## config.mk

```make
export PLATFORM = sky130hd
export DESIGN_NAME = demux_serial_feeder
export DESIGN_NICKNAME = d
export VERILOG_FILES = /design/src/rtl/demux_serial_feeder.sv
export SDC_FILE = /design/constraint.sdc
export NUM_CORES = 1
export LEC_CHECK = 0
export ABC_AREA = 0
export BUFFER_PORTS_ARGS = -buffer_cell sky130_fd_sc_hd__buf_4
export CELL_PAD_IN_SITES_DETAIL_PLACEMENT = 1
export CELL_PAD_IN_SITES_GLOBAL_PLACEMENT = 2
export CORE_MARGIN = 3
export CORE_UTILIZATION = 29
export DETAILED_ROUTE_END_ITERATION = 12
export PLACE_DENSITY = 0.77
export SLEW_MARGIN = 20
export SYNTH_ARGS = -nofsm -noshare
export SYNTH_HDL_FRONTEND = slang
export SYNTH_SLANG_ARGS = --single-unit
```

## constraint.sdc

```tcl
create_clock -name clk -period 1.22 [get_ports clk]
set_input_delay 0.244 -clock clk [delete_from_list [all_inputs] [get_ports clk]]
set_output_delay 0.244 -clock clk [all_outputs]
set_load 0.1 [all_outputs]
```

## src/rtl/demux_serial_feeder.sv

```systemverilog
// Serialises a parallel word onto d for a 1-to-8 demux, holding the channel select for the whole frame.
module demux_serial_feeder #(
    parameter int unsigned DATA_W    = 8,
    parameter bit          LSB_FIRST = 1'b1
) (
    input  logic              clk,
    input  logic              rst_n,
    input  logic              in_valid,
    output logic              in_ready,
    input  logic [DATA_W-1:0] in_data,
    input  logic [2:0]        in_chan,
    output logic              d,
    output logic              s0,
    output logic              s1,
    output logic              s2,
    output logic              busy,
    output logic              frame_start,
    output logic              frame_done
);

    localparam int unsigned      CNT_W    = (DATA_W > 1) ? $clog2(DATA_W) : 1;
    localparam logic [CNT_W-1:0] CNT_LAST = CNT_W'(DATA_W - 1);

    typedef enum logic [1:0] {
        IDLE  = 2'd0,
        SHIFT = 2'd1,
        GAP   = 2'd2
    } state_t;

    state_t            state;
    state_t            state_next;
    logic [CNT_W-1:0]  cnt;
    logic [CNT_W-1:0]  cnt_next;
    logic [DATA_W-1:0] sr;
    logic [DATA_W-1:0] sr_next;
    logic [DATA_W-1:0] sr_shifted;
    logic [2:0]        sel;
    logic [2:0]        sel_next;
    logic              d_next;
    logic              busy_next;
    logic              start_next;
    logic              done_next;
    logic              xfer;

    // Accept only in IDLE; a word offered during SHIFT/GAP waits for the next IDLE edge.
    assign in_ready      = (state == IDLE);
    assign xfer          = in_valid && in_ready;
    assign {s2, s1, s0}  = sel;

    // State and output registers; reset clears d immediately so an aborted frame stops at once.
    always_ff @(posedge clk or negedge rst_n) begin
        if (!rst_n) begin
            state       <= IDLE;
            cnt         <= '0;
            sr          <= '0;
            sel         <= 3'b000;
            d           <= 1'b0;
            busy        <= 1'b0;
            frame_start <= 1'b0;
            frame_done  <= 1'b0;
        end else begin
            state       <= state_next;
            cnt         <= cnt_next;
            sr          <= sr_next;
            sel         <= sel_next;
            d           <= d_next;
            busy        <= busy_next;
            frame_start <= start_next;
            frame_done  <= done_next;
        end
    end

    // Next-state and next-output logic; d defaults low so it is 0 outside SHIFT.
    always_comb begin
        state_next = state;
        cnt_next   = cnt;
        sr_next    = sr;
        sel_next   = sel;
        d_next     = 1'b0;
        busy_next  = busy;
        start_next = 1'b0;
        done_next  = 1'b0;
        sr_shifted = LSB_FIRST ? (sr >> 1) : (sr << 1);

        case (state)
            IDLE: begin
                busy_next = 1'b0;
                if (xfer) begin
                    state_next = SHIFT;
                    sr_next    = in_data;
                    sel_next   = in_chan;
                    cnt_next   = '0;
                    d_next     = LSB_FIRST ? in_data[0] : in_data[DATA_W-1];
                    busy_next  = 1'b1;
                    start_next = 1'b1;
                end
            end
            SHIFT: begin
                sr_next = sr_shifted;
                if (cnt == CNT_LAST) begin
                    state_next = GAP;
                    cnt_next   = '0;
                    done_next  = 1'b1;
                end else begin
                    cnt_next = cnt + CNT_W'(1);
                    d_next   = LSB_FIRST ? sr_shifted[0] : sr_shifted[DATA_W-1];
                end
            end
            GAP: begin
                state_next = IDLE;
                busy_next  = 1'b0;
            end
            default: begin
                state_next = IDLE;
                busy_next  = 1'b0;
            end
        endcase
    end

endmodule

```

### Word-level counts from Yosys, hierarchy flattened

Cells that the tools add are included.

| storage, ports and cells | value |
|---|---|
| register bits after elaboration | 20 |
| bits in latches | 0 |
| bits in writable memories | 0 |
| bits in read-only memories | 0 |
| bits of input ports | 14 |
| memories | 0 |

| operators by class | value |
|---|---|
| add/subtract/negate cells | 1 |
| multiply operators | 0 |
| div/mod/pow operators | 0 |
| $lt $le $gt $ge | 0 |
| equality and inequality tests | 4 |
| shift operators | 0 |
| mux-type cells | 16 |
| bitwise operators | 0 |
| reduce and logical (&&, ||, !) cells | 6 |

Operators with widths:

| kind | number |
|---|---|
| $pmux W8 S2 | 1 |
| $mux W8 | 1 |
| $mux W1 | 6 |
| $mux W3 | 2 |
| $pmux W3 S2 | 1 |
| $reduce_and A2 Y1 | 3 |
| $mux W2 | 2 |
| $pmux W1 S2 | 2 |
| $pmux W2 S2 | 1 |
| $add A3 B1 Y3 const B | 1 |
| $eq A3 B3 Y1 const B | 1 |
| $eq A2 B1 Y1 const B | 1 |
| $logic_not A2 Y1 | 1 |
| $ne A2 B1 Y1 const B | 1 |
| $ne A2 B2 Y1 const B | 1 |
| $reduce_bool A2 Y1 | 1 |
| $logic_and A1 B1 Y1 | 1 |

### Logic depth before layout (Yosys ltp)

Gate-level depths: netlist of the first run.

| depth | value |
|---|---|
| depth after elaboration | 4 |
| mapped depth | 5 |
| depth with buffers taken out | 4 |

### Least setup slack after synthesis of the first run

No wires, ideal clock.

| path | value |
|---|---|
| kind | register to output |
| from | register state[0] |
| to | output port in_ready |
| arrival time | 1.860 ns |
| setup slack | -0.884 ns |
| stages on the path, launching flop included | 3 |
| path buffers | 1 |
| path through | dfrtp_1 buf_6 nor2_1 |

| between the ends | value |
|---|---|
| longest elaborated chain between the ends | 1 |

RTL lines:

| item | RTL line | RTL |
|---|---|---|
| from (decl) | 30 | `state_t state;` |
| from (signal assigned) | 62 | `state <= state_next;` |
| $logic_not A2 Y1 | 46 | `assign in_ready = (state == IDLE);` |
| to (decl) | 9 | `output logic in_ready,` |

Every way passes these cells.

### Worst setup path after layout of the first run

| path | value |
|---|---|
| from | register state[1] |
| to | output port in_ready |

The elaborated chain is that of the path after synthesis.

==> results of run 1 <==
[flip-flops by register name, indices dropped and copies added, names as in the netlist]
| signal | cells |
|---|---|
| sr | 7 |
| state | 2 |
| busy | 1 |
| frame_start | 1 |
| d | 1 |
| sel | 3 |
| frame_done | 1 |
| cnt | 3 |
[stage by stage]
stage          util (%)  area (um2)  setup slack [ps]  setup TNS (ps)  hold slack [ps]
2_1_floorplan         -         873             -70.7            -280            -51.6
6_report           45.9        1290              -142            -439              155
3_5_place_dp       38.9        1090              4.86               0              135
4_1_cts            43.5        1220              -153            -372              139
3_3_place_gp       38.9        1090              69.7               0              131
5_1_grt            45.9        1290              -185            -817              143
[routing by layer]
metal | global-route usage [%] | part of all wire (%)
met1 | 17.4 | 40
met3 | 1.49 | 2.6
met2 | 23.8 | 55
met4 | 8.36 | 2.9
met5 | 0 | 0
[cell families after synthesis]
family          synth area share, %
compound gates                 18.8
mux                            5.22
flops                          55.1
fa+ha+maj                      2.90
simple gates                   12.2
buf+inv                        5.80
[placed cells by master, fill, tap and decap left out, types with 2 or more instances in the layout]
cell type  synthesis  routed
a21oi_2            0       3
a22o_1             2       2
o22ai_2            0       7
nand2_1            2       2
buf_4              0      22
nor2_1             3       2
and3_1             2       2
dfrtp_2            0       2
buf_6              3       9
mux2_4             3       3
o22ai_1           12       5
clkbuf_4           0       3
dfrtp_1           19      17
a21oi_1            9       6
[report_power, final]
group	internal [mW]	switching, mW
Clock	0.123	0.212
Combinational	0.923	1.47
Sequential	0.910	0.232
Total	1.96	1.92
[layout make-up]
class / count / share of cell area (%)
Clock buffer: 3 / 1.75
Clock inverter: 1 / 0.389
Inverter: 3 / 1.07
Multi-Input combinational cell: 46 / 33.6
Sequential cell: 19 / 37.1
Tap cell: 31 / 3.01
Timing Repair Buffer: 33 / 23.0
[worst min path at each step]
stage,startpoint,end,slack (ps),cells past startpoint
3_3_place_gp,rst_n,sr[2],130,1
2_1_floorplan,rst_n,busy,-50,0
4_1_cts,in_chan[2],sel[2],140,2
3_5_place_dp,rst_n,sr[2],130,1
6_report,in_chan[2],sel[2],160,2
5_1_grt,in_chan[2],sel[2],140,2
[repair_timing]
action                                  4_1_cts  5_1_grt
setup buffers                                 3        0
gates resized for setup                      15       14
endpoints found under the hold margin        19        0
pin swaps                                     3        4
endpoints found under the setup margin        8       16
hold buffers                                  1        0
==> results by group, run 1 <==
Detailed routing
  • Number of routed nets with antenna violations: 0
  • Drt first pass iters: 3
  • Final WL: between 2000 and 2500 um
  • Vias: 706
  • DRT iter0 DRCs: 14
  • Drt via density: a little over 5
  • Drt drc: 0
  • WL per Instance: about 17 um

Timing
  • Fin crit share: 112%
  • Setup ws final: -142 ps
  • RSZ-0062 raised after global routing: yes
  • Peak Freq: 0.734 GHz
  • Max-slew violations: 0
  • Final setup vio count: 11
  • Slew margin rel.: roughly 80%
  • Tightest Pin Transition: between 200 and 300 ps
  • Minimum clock period: 1360 ps
  • Final hold viol count: 0
  • Layout Skew: 1.15 ps

Global routing
  • Global-route wire length before repair: 3710 um
  • Initial antenna violation count: 0
  • Overall routing resource usage: 14.2%
  • Vias in the first global route: 752
  • GRT Residual Overflow: 0
  • Largest net degree at the start of global routing: 20

Yosys
  • Post-Synthesis Cells: approximately 70
  • Synth top area cells: dfrtp_1, o22ai_1, a21oi_1, mux2_4, buf_6
  • Synth cell types: 24
  • Syn Area/Cell: 12.0 um2
  • Post-synthesis sequential area ratio: a little under three fifths
  • Synth cell count leaders: dfrtp_1, o22ai_1, a21oi_1
  • Post-synth top area share: between 50% and 60%
  • Synthesized net count: around 90
  • Most frequent cell after synthesis: dfrtp_1
  • Synth async-reset ratio: 100%
  • Synth area leader: dfrtp_1
  • Post-synth EDFFs: 0
  • Mapped Area: 863 um2
  • Yosys warns: 0
  • Top FF cell, synth: dfrtp_1
  • Synth Register Bits: 19

CTS
  • Worst-path clk slew: approximately 110 ps
  • Clock Tree Root: clkbuf_4
  • CTS Buf Count: 3
  • Clk sinks: 19
  • Clock Tree Buf Depth: 2
  • Worst skew pair latency: 310 ps
  • H-tree depth: 1
  • TritonCTS clock tree: done

Power and ir drop
  • Peak supply drop: 0.00103 V
  • Cell leakage power: a little under 0.6 nW
  • PD cells: 3010 nW/um2
  • Post-layout power: slightly below 4 mW

Setup path
  • Worst-case reg-to-reg path depth: 5
  • Worst path top cell family by delay: flip-flops
  • Type of the worst setup path: flop to output port
  • WP data arrival: 1120 ps
  • Critical R2R Launch: state[1]
  • CP Cell Sequence: buf_6, nor2_4, buf_12
  • CP Depth: 3
  • Reg2reg end: cnt[0]
  • CP required: 980 ps
  • Crit path to: in_ready
  • CP bufs+invs: 2
  • Critical path origin: state[1]
  • CP max FO: 2
  • Slowest CP cell: dfrtp_1
  • R2r setup slk: -60 ps
  • Setup crit start kind: flop
  • Worst setup EP type: output port
  • Largest stage delay, worst path: 410 ps

Place
  • I/O Buffers: 21
  • GPL Wtd Cong: between 0.6 and 0.7
  • Placed Instances: 128
  • Placed wire-length estimate: about 1500 um

Outcome
  • Status: finished, violations left
  • Failing checks: setup timing

Layout
  • Area Overhead vs Synth: 49.1%
  • # fillers: 319
  • Sequential Area: 478 um2
  • Nets: 122
  • Finished Layout Cells: 136
  • Area of the multi-input gates: 433 um2
  • Antenna cells: 0
  • Share of cells above drive strength 1: 58.1%

Die
  • Area of the core: around 2800 um2
  • Die Wd: about 60 um
  • Ports: 22
  • Initial Util: 30.8%
  • Full die area: 3670 um2
  • Die H: 60.6 um
  • Num rows: 19

Worst hold path
  • Worst min-delay path category: primary input to flop

Run
  • Max-Cap Viols: 0
(Power assumes the default switching activity.)
==> inputs of run 2 (changes only) <==
CORE_ASPECT_RATIO = 0.7   (was default)
CTS_CLUSTER_SIZE = 16   (was default)
==> results by group, run 2 (synthesized netlist as in run 1, its figures left out) <==
Outcome
  • Status: finished, violations left
  • Failing checks: setup timing

Layout
  • Finished Layout Cells: 142
  • Max reg flops: 7
  • Area Overhead vs Synth: 48.6%
  • Top flop regs: sr: 7 flops, cnt: 3 flops, sel: 3 flops
  • Sequential Area: 479 um2
  • Top reg by flops: sr
  • Commonest non-fill, non-tap cells in the layout: buf_4, dfrtp_1, a21oi_1
  • Share of cells above drive strength 1: 55.6%
  • Nets: 125
  • Antenna cells: 0
  • Area of the multi-input gates: 407 um2
  • # fillers: between 200 and 300
  • Final Cell Area: 1280 um2
  • Commonest non-fill, non-tap cell in the layout: buf_4

Run
  • Max-Cap Viols: 0

Die
  • Ports: 22
  • Area of the core: 2650 um2
  • Full die area: 3680 um2
  • Initial Util: 32.6%
  • Die H: 51.7 um
  • Num rows: 15
  • Die Wd: 71.2 um

Power and ir drop
  • PD cells: 3060 nW/um2
  • Combinational power share: 59.6%
  • Peak supply drop: 0.000852 V
  • Internal: 2.07 mW
  • NetSw: 1.85 mW
  • Clock share of power: about 11%
  • Cell leakage power: about 0.60 nW
  • Sw frac: around 47%
  • Part of the power in registers: between 20 and 30%

Setup path
  • CP max FO: 4
  • Type of the worst setup path: flop to output port
  • Setup crit start kind: flop
  • Largest stage delay, worst path: 450 ps
  • CP required: 980 ps
  • Worst path top cell family by delay: flip-flops
  • WP data arrival: roughly 1000 ps
  • CP bufs+invs: 1
  • Slowest CP cell: dfrtp_2
  • CP Cell Sequence: nor2_4, buf_12
  • Worst setup EP type: output port

Detailed routing
  • DRT iter0 DRCs: 21
  • Drt via density: 4.97
  • Vias: just over 700
  • Drt first pass iters: 4
  • WL per Instance: 15.6 um
  • Final WL: 2210 um
  • Number of routed nets with antenna violations: 0
  • Drt drc: 0

Timing
  • Fin crit share: 104%
  • Final hold viol count: 0
  • Layout Skew: 8.37 ps
  • Setup ws final: -46.0 ps
  • RSZ-0062 raised after global routing: yes
  • Tightest Pin Transition: between 200 and 300 ps
  • Slew margin rel.: between 80% and 90%
  • Peak Freq: slightly below 0.8 GHz
  • Minimum clock period: between 1000 and 1500 ps
  • Hold slack: between 200 and 250 ps
  • Final setup vio count: 1
  • Max-slew violations: 0

Global routing
  • GRT Residual Overflow: 0
  • Initial antenna violation count: 0
  • Vias in the first global route: about 760
  • Overall routing resource usage: 13.2%
  • Global-route wire length before repair: approximately 3700 um
  • Largest net degree at the start of global routing: 20

CTS
  • Clock Tree Root: clkbuf_8
  • Clk sinks: 19
  • CTS Buf Count: 3
  • Clock Tree Buf Depth: 2
  • H-tree depth: 1
  • Worst skew pair latency: 260 ps
  • Worst-path clk slew: 70 ps
  • TritonCTS clock tree: done

Place
  • Post-DP Area: 1100 um2
  • GPL Wtd Cong: 0.731
  • I/O Buffers: 21
  • Placed Instances: 130
  • Placed wire-length estimate: 1560 um

Worst hold path
  • Worst min-delay path category: primary input to flop
run 2: changes by cell type in the layout (fill, tap and decap cells not counted), moves of 2 or more:
cell      before  now
o22ai_2        7    5
clkbuf_4       3    0
buf_4         22   33
buf_6          9    0
clkbuf_8       0    3
o22ai_1        5    7
a21oi_1        6    8
a21oi_2        3    1
run 2: area by class of cell:
cell class | count | share of cell area [%]
Sequential cell | 19 | 37.4
Multi-Input combinational cell | 46 | 31.7
Timing Repair Buffer | 36 | 23.2
Clock buffer | 4 | 3.51
Tap cell | 34 | 3.32
Inverter | 3 | 0.878
run 2: power groups by stage:
| stage | Clock [mW] | Sequential [mW] | Combinational, mW |
|---|---|---|---|
| floorplan | 0 | 1.79 | 0.836 |
| global placement | 0 | 1.13 | 1.98 |
| detailed placement | 0 | 1.14 | 2.02 |
| CTS | 0.446 | 1.13 | 2.19 |
| global route | 0.488 | 1.19 | 2.48 |
| finish | 0.434 | 1.15 | 2.34 |
run 2: worst paths after layout:
path                       startpoint       end  slack [ps]  cells after the start
setup / recovery             state[1]  in_ready         -50                      2
hold / removal             in_chan[2]    sel[2]         220                      2
setup reg to reg             state[1]     sr[6]          20                      4
hold reg to reg                sel[2]    sel[2]         520                      1
max in group asynchronous       rst_n      busy         590                      2
min in group asynchronous       rst_n    cnt[0]         400                      2
run 2: what timing repair did:
item | in CTS | in global routing
pin swaps | 0 | 2
hold buffers | 1 | 0
setup endpoints to repair | 7 | 14
resized for setup | 8 | 9
endpoints found under the hold margin | 19 | 0
buffers inserted | 4 | 3
run 2: through the flow:
step / setup slack [ps] / setup TNS [ps] / util, % / power, mW
2_1_floorplan: -70.7 / -280 / - / 2.62
3_5_place_dp: -43.7 / -127 / 41.6 / 3.16
3_3_place_gp: -31.2 / -84.7 / 41.6 / 3.11
5_1_grt: -94.0 / -247 / 48.5 / 4.15
6_report: -46.0 / -46.0 / 48.5 / 3.92
4_1_cts: -58.3 / -58.3 / 46.0 / 3.76
run 2: per-layer routing:
metal	wire [um]	share of wire (%)	track usage (%)
met5	0	0	0
met4	6	0.27	2.81
met3	105	4.7	5.21
met2	1080	49	20.9
met1	1020	46	17.0
run 2: worst reg2reg max path: stages, from the launching register on:
cell and delay [ps]:
dfrtp_2 450, buf_4 160, or2b_4 300, o22ai_2 130, a21oi_1 60
==> inputs of run 3 (changes only) <==
TNS_END_PERCENT = 1   (was default)
==> results by group, run 3 (synthesized netlist as in run 1, its figures left out) <==
Timing
  • Final hold viol count: 0
  • Max-slew violations: 0
  • Final setup vio count: 4
  • Slew margin rel.: 81.5%
  • Minimum clock period: 1270 ps
  • Setup ws final: -47.3 ps
  • Tightest Pin Transition: 279 ps
  • Peak Freq: 0.789 GHz
  • Setup TNS Final: -111 ps
  • Fin crit share: 104%
  • RSZ-0062 raised after global routing: yes
  • Layout Skew: between 3 and 4 ps
  • Hold slack: 215 ps

Place
  • GPL Wtd Cong: 0.690
  • Placed wire-length estimate: 1500 um
  • Pre-CTS WS: -33.1 ps
  • I/O Buffers: 21

Layout
  • Antenna cells: 0
  • Nets: 119
  • Share of cells above drive strength 1: 48.0%
  • Top flop regs: sr: 7 flops, cnt: 3 flops, sel: 3 flops
  • Commonest non-fill, non-tap cells in the layout: buf_4, dfrtp_1, o22ai_1
  • Commonest non-fill, non-tap cell in the layout: buf_4
  • Final core utilization: between 40 and 50%
  • Area Overhead vs Synth: 37.8%
  • Top reg by flops: sr
  • Max reg flops: 7

Global routing
  • Met2 usage: 19.8%
  • Met3 usage: between 5 and 6%
  • GRT Residual Overflow: 0
  • Layer with the highest usage: met2
  • Largest net degree at the start of global routing: 20
  • Overall routing resource usage: 13.5%
  • Met1 Usage GRT: approximately 17%
  • Global-route wire length before repair: 3660 um
  • Initial antenna violation count: 0
  • Vias in the first global route: 740

Outcome
  • Failing checks: setup timing
  • Status: finished, violations left

Power and ir drop
  • Post-layout power: 3.70 mW
  • NetSw: roughly 1.8 mW
  • Part of the power in registers: 30.4%
  • Peak supply drop: approximately 0.0014 V
  • Sw frac: 48.5%
  • Internal: 1.91 mW
  • Clock share of power: 11.9%
  • PD cells: ~3100 nW/um2
  • Cell leakage power: 0.559 nW
  • Combinational power share: 57.7%

Detailed routing
  • Vias: 688
  • Drt via density: 5.06
  • Number of routed nets with antenna violations: 0
  • DRT iter0 DRCs: 38
  • Drt drc: 0
  • Drt first pass iters: 3
  • Final WL: 2240 um
  • WL per Instance: 16.5 um

CTS
  • TritonCTS clock tree: done
  • Worst-path clk slew: 70 ps
  • Worst skew pair latency: 260 ps
  • H-tree depth: 1
  • Clk sinks: 19
  • CTS Buf Count: 3
  • Clock Tree Root: clkbuf_8
  • Clock Tree Buf Depth: 2

Run
  • Max-Cap Viols: 0

Setup path
  • CP required: slightly below 1000 ps
  • Largest stage delay, worst path: 450 ps
  • Slowest CP cell: dfrtp_2
  • Type of the worst setup path: flop to output port
  • WP data arrival: 1020 ps
  • CP Cell Sequence: nor2_4, buf_12
  • Setup crit start kind: flop
  • CP max FO: 4
  • Worst setup EP type: output port

Die
  • Ports: 22
  • Initial Util: 32.6%
  • Die Wd: 71.2 um
  • Area of the core: around 2600 um2
  • Num rows: 15
  • Full die area: about 3700 um2
  • Die H: 51.7 um

Worst hold path
  • Worst min-delay path category: primary input to flop
[run 3: per-layer routing]
metal	up-vias	share of wire [%]
met3	4	4.7
met4	0	2.1
met1	343	46
li1	325	-
met5	-	0
met2	16	47
[run 3: final timing paths]
path | slack [ps] | endpoint | depth (start not counted) | from
worst max-delay path | -50 | in_ready | 2 | state[0]
max in group asynchronous | 600 | state[0] | 2 | rst_n
worst min register to register | 520 | cnt[1] | 1 | cnt[1]
min in group asynchronous | 390 | d | 2 | rst_n
worst min-delay path | 210 | sel[1] | 2 | in_chan[1]
worst max register to register | -20 | sr[3] | 4 | state[1]
[run 3: area by class of cell]
class,instances,area [um2]
clock buffers,4,45.0
fillers,290,1460
inverters,3,11.3
multi-input cells,46,373
flip-flops and latches,19,478
well taps,34,42.5
repair buffers,30,240
[run 3: repair_timing]
action | in CTS | in global routing
pin swaps | 1 | 0
setup buffers | 3 | 0
hold buffers | 1 | 0
resized for setup | 5 | 5
setup endpoints to repair | 11 | 10
endpoints found under the hold margin | 19 | 0
[run 3: metrics by stage]
| step | instances | instance area (um2) |
|---|---|---|
| after floorplan | 72 | 872 |
| after global placement | 128 | 1070 |
| after detailed placement | 128 | 1070 |
| after CTS | 136 | 1160 |
| after global routing | 136 | 1190 |
| final | 136 | 1190 |
[run 3: critical path: cells and delay by family (launching register included)]
family | cells | cell delay, ps
buffers and inverters | 1 | 180
and+or+nand+nor | 1 | 140
DFF | 1 | 450
[run 3: power groups by stage]
stage	logic, mW	registers (mW)	clock network [mW]
global placement	1.91	1.14	0
finish	2.14	1.12	0.440
floorplan	0.841	1.78	0
global route	2.27	1.16	0.482
CTS	2.09	1.10	0.458
detailed placement	1.93	1.15	0
